## src/rtl/periph_bus_arbiter_if.sv

```systemverilog
// Peripheral bus bundle between the arbiter (master)
// and the peripheral fabric (slave).
interface periph_bus_arbiter_if #(
    parameter int ADDR_W = 32,
    parameter int DATA_W = 32
);
    logic              bus_valid;
    logic              bus_rnw;
    logic [ADDR_W-1:0] bus_addr;
    logic [DATA_W-1:0] bus_wdata;
    logic [DATA_W-1:0] bus_rdata;
    logic              bus_ready;

    modport master (
        output bus_valid,
        output bus_rnw,
        output bus_addr,
        output bus_wdata,
        input  bus_rdata,
        input  bus_ready
    );

    modport slave (
        input  bus_valid,
        input  bus_rnw,
        input  bus_addr,
        input  bus_wdata,
        output bus_rdata,
        output bus_ready
    );
endinterface

```

## src/rtl/periph_bus_arbiter.sv

```systemverilog
// Round-robin arbiter sharing one peripheral bus between
// the CPU memory stage and a debug/loader master, with timeout.
module periph_bus_arbiter #(
    parameter int                ADDR_W   = 32,
    parameter int                DATA_W   = 32,
    parameter int                TIMEOUT  = 15,
    parameter logic [DATA_W-1:0] ERR_DATA = 32'hDEAD_BEEF
) (
    input  logic                  clk,
    input  logic                  rst,
    input  logic                  cpu_req,
    input  logic                  cpu_rnw,
    input  logic [ADDR_W-1:0]     cpu_addr,
    input  logic [DATA_W-1:0]     cpu_wdata,
    output logic [DATA_W-1:0]     cpu_rdata,
    output logic                  cpu_ack,
    output logic                  cpu_stall,
    input  logic                  dbg_req,
    input  logic                  dbg_rnw,
    input  logic [ADDR_W-1:0]     dbg_addr,
    input  logic [DATA_W-1:0]     dbg_wdata,
    output logic [DATA_W-1:0]     dbg_rdata,
    output logic                  dbg_ack,
    output logic                  timeout_err,
    periph_bus_arbiter_if.master  bus
);
    localparam int CNT_W = $clog2(TIMEOUT + 1);
    localparam logic OWN_CPU = 1'b0;
    localparam logic OWN_DBG = 1'b1;

    typedef enum logic [1:0] {
        IDLE,
        BUSY,
        RESP
    } state_t;

    state_t            state_q, state_d;
    logic              owner_q, owner_d;
    logic              last_q, last_d;
    logic [CNT_W-1:0]  cnt_q, cnt_d;
    logic              err_q, err_d;
    logic              valid_q, valid_d;
    logic              rnw_q, rnw_d;
    logic [ADDR_W-1:0] addr_q, addr_d;
    logic [DATA_W-1:0] wdata_q, wdata_d;
    logic              cpu_ack_q, cpu_ack_d;
    logic              dbg_ack_q, dbg_ack_d;
    logic [DATA_W-1:0] cpu_rdata_q, cpu_rdata_d;
    logic [DATA_W-1:0] dbg_rdata_q, dbg_rdata_d;
    logic [DATA_W-1:0] resp_data;
    logic              done;

    always_comb begin
        state_d     = state_q;
        owner_d     = owner_q;
        last_d      = last_q;
        cnt_d       = cnt_q;
        err_d       = err_q;
        valid_d     = valid_q;
        rnw_d       = rnw_q;
        addr_d      = addr_q;
        wdata_d     = wdata_q;
        cpu_ack_d   = 1'b0;
        dbg_ack_d   = 1'b0;
        cpu_rdata_d = cpu_rdata_q;
        dbg_rdata_d = dbg_rdata_q;
        resp_data   = bus.bus_ready ? bus.bus_rdata : ERR_DATA;
        // Ready wins over a timeout landing in the same cycle.
        done        = bus.bus_ready ||
                      (cnt_q == CNT_W'(TIMEOUT - 1));

        unique case (state_q)
            IDLE: begin
                if (cpu_req && (!dbg_req || last_q == OWN_DBG)) begin
                    owner_d = OWN_CPU;
                    rnw_d   = cpu_rnw;
                    addr_d  = cpu_addr;
                    wdata_d = cpu_wdata;
                    valid_d = 1'b1;
                    state_d = BUSY;
                end else if (dbg_req) begin
                    owner_d = OWN_DBG;
                    rnw_d   = dbg_rnw;
                    addr_d  = dbg_addr;
                    wdata_d = dbg_wdata;
                    valid_d = 1'b1;
                    state_d = BUSY;
                end
            end
            BUSY: begin
                if (done) begin
                    state_d = RESP;
                    valid_d = 1'b0;
                    err_d   = !bus.bus_ready;
                    if (owner_q == OWN_CPU) begin
                        cpu_ack_d = 1'b1;
                        if (rnw_q) cpu_rdata_d = resp_data;
                    end else begin
                        dbg_ack_d = 1'b1;
                        if (rnw_q) dbg_rdata_d = resp_data;
                    end
                end else begin
                    cnt_d = cnt_q + CNT_W'(1);
                end
            end
            RESP: begin
                state_d = IDLE;
                last_d  = owner_q;
                cnt_d   = '0;
                err_d   = 1'b0;
            end
            default: state_d = IDLE;
        endcase
    end

    always_ff @(posedge clk or posedge rst) begin
        if (rst) begin
            state_q     <= IDLE;
            owner_q     <= OWN_DBG;
            last_q      <= OWN_DBG;
            cnt_q       <= '0;
            err_q       <= 1'b0;
            valid_q     <= 1'b0;
            rnw_q       <= 1'b0;
            addr_q      <= '0;
            wdata_q     <= '0;
            cpu_ack_q   <= 1'b0;
            dbg_ack_q   <= 1'b0;
            cpu_rdata_q <= '0;
            dbg_rdata_q <= '0;
        end else begin
            state_q     <= state_d;
            owner_q     <= owner_d;
            last_q      <= last_d;
            cnt_q       <= cnt_d;
            err_q       <= err_d;
            valid_q     <= valid_d;
            rnw_q       <= rnw_d;
            addr_q      <= addr_d;
            wdata_q     <= wdata_d;
            cpu_ack_q   <= cpu_ack_d;
            dbg_ack_q   <= dbg_ack_d;
            cpu_rdata_q <= cpu_rdata_d;
            dbg_rdata_q <= dbg_rdata_d;
        end
    end

    assign bus.bus_valid = valid_q;
    assign bus.bus_rnw   = rnw_q;
    assign bus.bus_addr  = addr_q;
    assign bus.bus_wdata = wdata_q;
    assign cpu_ack       = cpu_ack_q;
    assign dbg_ack       = dbg_ack_q;
    assign cpu_rdata     = cpu_rdata_q;
    assign dbg_rdata     = dbg_rdata_q;
    assign timeout_err   = err_q;
    // cpu_ack_q marks RESP with the CPU as owner.
    assign cpu_stall     = cpu_req & ~rst & ~cpu_ack_q;
endmodule

```

## src/flat_wrapper.sv

```systemverilog
// flat-port wrapper written by rule: the top's interface ports become plain ports
module periph_bus_arbiter_flat 
#(
    parameter int                ADDR_W   = 32,
    parameter int                DATA_W   = 32,
    parameter int                TIMEOUT  = 15,
    parameter logic [DATA_W-1:0] ERR_DATA = 32'hDEAD_BEEF
)
  (clk, rst, cpu_req, cpu_rnw, cpu_addr, cpu_wdata, cpu_rdata, cpu_ack, cpu_stall, dbg_req, dbg_rnw, dbg_addr, dbg_wdata, dbg_rdata, dbg_ack, timeout_err, bus_bus_valid, bus_bus_rnw, bus_bus_addr, bus_bus_wdata, bus_bus_rdata, bus_bus_ready);
  periph_bus_arbiter_if #(.ADDR_W(ADDR_W), .DATA_W(DATA_W)) bus_i ();
  input  logic clk;
  input  logic rst;
  input  logic cpu_req;
  input  logic cpu_rnw;
  input  logic [ADDR_W-1:0] cpu_addr;
  input  logic [DATA_W-1:0] cpu_wdata;
  output logic [DATA_W-1:0] cpu_rdata;
  output logic cpu_ack;
  output logic cpu_stall;
  input  logic dbg_req;
  input  logic dbg_rnw;
  input  logic [ADDR_W-1:0] dbg_addr;
  input  logic [DATA_W-1:0] dbg_wdata;
  output logic [DATA_W-1:0] dbg_rdata;
  output logic dbg_ack;
  output logic timeout_err;
  output wire logic [$bits(bus_i.bus_valid)-1:0] bus_bus_valid;
  output wire logic [$bits(bus_i.bus_rnw)-1:0] bus_bus_rnw;
  output wire logic [$bits(bus_i.bus_addr)-1:0] bus_bus_addr;
  output wire logic [$bits(bus_i.bus_wdata)-1:0] bus_bus_wdata;
  input wire logic [$bits(bus_i.bus_rdata)-1:0] bus_bus_rdata;
  input wire logic [$bits(bus_i.bus_ready)-1:0] bus_bus_ready;
  assign bus_bus_valid = bus_i.bus_valid;
  assign bus_bus_rnw = bus_i.bus_rnw;
  assign bus_bus_addr = bus_i.bus_addr;
  assign bus_bus_wdata = bus_i.bus_wdata;
  assign bus_i.bus_rdata = bus_bus_rdata;
  assign bus_i.bus_ready = bus_bus_ready;
  periph_bus_arbiter #(.ADDR_W(ADDR_W), .DATA_W(DATA_W), .TIMEOUT(TIMEOUT), .ERR_DATA(ERR_DATA)) u_core (.clk(clk), .rst(rst), .cpu_req(cpu_req), .cpu_rnw(cpu_rnw), .cpu_addr(cpu_addr), .cpu_wdata(cpu_wdata), .cpu_rdata(cpu_rdata), .cpu_ack(cpu_ack), .cpu_stall(cpu_stall), .dbg_req(dbg_req), .dbg_rnw(dbg_rnw), .dbg_addr(dbg_addr), .dbg_wdata(dbg_wdata), .dbg_rdata(dbg_rdata), .dbg_ack(dbg_ack), .timeout_err(timeout_err), .bus(bus_i));
endmodule
```

## config.mk

```make
export PLATFORM = sky130hd
export DESIGN_NAME = periph_bus_arbiter_flat
export DESIGN_NICKNAME = d
export VERILOG_FILES = /design/src/rtl/periph_bus_arbiter_if.sv /design/src/rtl/periph_bus_arbiter.sv /design/src/flat_wrapper.sv
export SDC_FILE = /design/constraint.sdc
export NUM_CORES = 1
export LEC_CHECK = 0
export ABC_AREA = 0
export BUFFER_PORTS_ARGS = -buffer_cell sky130_fd_sc_hd__clkbuf_2
export CORE_UTILIZATION = 46
export DETAILED_ROUTE_END_ITERATION = 10
export PLACE_DENSITY = 0.8
export SLEW_MARGIN = 0
export SYNTH_ARGS = -nofsm -noshare
export SYNTH_HDL_FRONTEND = slang
export SYNTH_SLANG_ARGS = --single-unit
```

## constraint.sdc

```tcl
create_clock -name clk -period 5.5 [get_ports clk]
set_input_delay 1.1 -clock clk [delete_from_list [all_inputs] [get_ports clk]]
set_output_delay 1.1 -clock clk [all_outputs]
set_load 0.02 [all_outputs]
```

==> results.txt <==
----------------------------------------------------
[Status]
  Result of the run ... complete, no violations

[Global route]
  Wire length of the first global-routing pass ... 29.2 mm
  Pin count of the biggest net entering global routing ... 97
  Busiest metal layer after global routing ... met2
  Number of global-route vias before repair ... 5598
  Global routing usage on met1 ... 34.1%
  Number of antenna violations at the first check in global routing ... 0
  Sum of overflow across all layers after global routing ... 0
  Met3 Track Usage GR ... 6.32%
  Grt met2 use ... 43.6%
  Total global-route track usage ... 26.5%

[Clocking]
  Clock Path Buffers ... 2
  TritonCTS clock tree ... yes
  Number of clock buffers inserted by TritonCTS ... 17
  Cts repair resizes ... 0
  Hold-fix buffer count after cts ... 0
  Count of buffers added by post-CTS timing repair for setup ... 0
  CTS root buffer ... sky130_fd_sc_hd__clkbuf_16
  Total number of H-tree levels ... 4
  Worst-path clk slew ... 0.06 ns
  Clock sink count ... 141
  Worst-Skew Late Latency ... 0.42 ns

[Synth]
  Flop and latch count out of synthesis ... 141
  Mapped Cells ... 587
  Number of enable flip-flop cells after synthesis ... 0
  Count of distinct cell types in the synthesized netlist ... 45
  Total nets after synthesis ... 756
  Share of the synthesized area in the top cell type ... 56.0%
  Most common cell in the synthesized netlist ... sky130_fd_sc_hd__dfrtp_1
  Most frequently used flop master after synthesis ... sky130_fd_sc_hd__dfrtp_1
  Most used standard cells in the synthesized netlist ... sky130_fd_sc_hd__dfrtp_1, sky130_fd_sc_hd__a21oi_1, sky130_fd_sc_hd__a31oi_1, sky130_fd_sc_hd__nand3_1, sky130_fd_sc_hd__o21ai_0
  Most area-hungry cell type in the Yosys netlist ... sky130_fd_sc_hd__dfrtp_1
  Top post-synthesis cells by area ... sky130_fd_sc_hd__dfrtp_1, sky130_fd_sc_hd__o22a_1, sky130_fd_sc_hd__a31oi_1, sky130_fd_sc_hd__a21oi_1, sky130_fd_sc_hd__nand3_1
  Sequential fraction of the synthesis area ... 56.9%
  Mapped cell area ... 6210 sq um
  Share of async-settable or async-resettable flops after synthesis ... 100%
  Syn avg cell area ... 10.6 sq um
  Synth warnings ... 0

[Timing]
  Total setup violations reported at the end of the flow ... 0
  Final clock skew ... 0.00869 ns
  RSZ-0062 raised after global routing ... false
  Max Slew Vio Count ... 0
  Actual slew at the worst max-slew pin ... 1.07 ns
  Headroom to the max-slew limit ... 28.6%
  Worst slack on hold paths ... 0.486 ns
  Final setup TNS ... 0 ns
  Final cycle utilization of the critical path ... 59.2%
  Achievable frequency ... 0.307 GHz
  Final Hold Fails ... 0
  Final critical delay including setup and external delays ... 3.26 ns

[Power and ir drop]
  Maximum vdd drop ... 0.238 mV
  Leakage ... 3.89 nW
  Power Dens Cells ... 639 nW/um^2

[Route]
  Detail-routed via count per cell ... 5.69
  Final routed DRC violation total ... 0
  Violation count after the first detailed-routing iteration ... 412
  Residual antenna-violating net count after detailed routing ... 0
  Routed wire length ... 18.1 mm
  Wire length per cell after detailed routing ... 17.4 microns
  Pre-antenna DRT Iters ... 5
  Vias post-DR ... 5906

[Finish]
  Non-Filler Instances ... 1038
  Net count reported at finish ... 1018
  Layout cells sized above 1 ... 40.8%
  Fill count ... 1136
  Area used by multi-input combinational logic ... 2330 sq um
  Antenna diode count ... 0
  Area growth from synthesis to layout ... 33.5%
  Area occupied by registers ... 3530 sq um

[Worst setup path]
  Endpoint arrival time on the critical path ... 2.16 ns
  Path depth of the worst reg2reg path ... 4
  Type of the worst setup path ... input pin to primary output
  Req. time, crit path ... 4.40 ns
  Kind of end point of the critical path ... primary output
  Maximum net fanout on the critical path ... 35
  Crit start category ... input pin

[Hold path]
  Path class of the lowest-slack min-delay path ... flop to flop
  Number of stages on the worst hold path ... 1

[Job]
  Number of violations of the max-capacitance limit ... 0

[Floorplan]
  Width of the die ... 118 microns
  Die area ... 14000 sq um
  Die span in y ... 118 microns
  Number of top-level design ports ... 301
  Starting density of the core ... 47.0%
  Placeable core area ... 13200 sq um
  FP Rows ... 42

[Place]
  Number of port buffers ... 300
  Routability congestion estimate from global placement ... 0.810
  Post-DP HPWL ... 12.1 mm
  DP Cell Count ... 1006

----------------------------------------------------
==> flip-flops by register name, indices dropped and copies added, names as in the netlist, 2 cells and up <==
| signal | count |
|---|---|
| u_core.cpu_rdata | 32 |
| u_core.bus.bus_wdata | 32 |
| u_core.cnt_q | 4 |
| u_core.bus.bus_addr | 32 |
| u_core.dbg_rdata | 32 |
| u_core.state_q | 2 |
==> report_power, final <==
group / internal [mW] / total, mW / switching [mW]
logic: 0.787 / 2.20 / 1.41
clock network: 0.730 / 1.20 / 0.470
registers: 1.55 / 1.89 / 0.343
==> area by class of cell <==
| class | instances | area share [%] |
|---|---|---|
| inverter | 4 | 0.242 |
| timing repair buffer | 307 | 18.8 |
| sequential | 141 | 42.6 |
| clock inverter | 15 | 2.40 |
| tap | 176 | 2.66 |
| clock buffer | 17 | 5.14 |
| multi-input combinational | 378 | 28.2 |
==> critical path, cell delays in order <==
cell and delay [ns]:
sky130_fd_sc_hd__clkbuf_2 0.52, sky130_fd_sc_hd__inv_2 0.12, sky130_fd_sc_hd__nor3_1 0.21, sky130_fd_sc_hd__clkbuf_2 0.19
==> placed cells by master (no fill, tap or decap), drive strengths merged, types with 2 or more instances in the layout <==
master    Yosys  routed
a21oi        68      68
a22o         17      17
a31o          2       2
a31oi        67      67
and2          4       4
and4b         2       2
buf          32       7
bufinv        0       3
clkbuf       32     317
clkinvlp      0       3
dfrtp       139     139
dfstp         2       2
ha            2       2
inv           4      12
nand2         8       8
nand2b        2       2
nand3        67      67
nor2          5       5
nor2b         2       2
o21ai        65      65
o22a         48      48
o31ai         2       2
or2           2       2
==> final timing paths <==
kind                                 startpoint                 endpoint  slack [ns]
max                                     cpu_req                cpu_stall        2.24
min                        u_core.cpu_rdata[27]     u_core.cpu_rdata[27]        0.49
max reg2reg                   u_core.state_q[0]  u_core.bus.bus_addr[12]        3.07
min reg2reg                u_core.cpu_rdata[27]     u_core.cpu_rdata[27]        0.49
max in group asynchronous                   rst   u_core.bus.bus_addr[4]        3.53
min in group asynchronous                   rst  u_core.bus.bus_addr[11]        0.84
==> metal layers <==
metal,routed length [microns],part of all wire [%]
met4,351,1.9
met3,1310,7.2
met1,7360,41
met2,9040,50
met5,0,0
==> stage by stage <==
stage	power [mW]	instance area, sq um	setup slack [ns]	util (%)
global route	5.60	8280	2.16	62.8
global placement	4.05	7660	2.23	58.1
detailed placement	4.11	7660	2.16	58.1
finish	5.29	8280	2.24	62.8
CTS	5.33	8280	2.23	62.8
floorplan	3.33	6210	0.622	-
==> kinds of logic after synthesis <==
family,Yosys count,share of synthesized area (%)
AND/OR/NAND/NOR,99,8.51
flip-flops,141,56.9
AO/OA/AOI/OAI,276,28.2
buffers and inverters,68,5.77
adder cells (fa/ha/maj),2,0.403
multiplexers,1,0.181
Power figures use the tool's default switching activity.
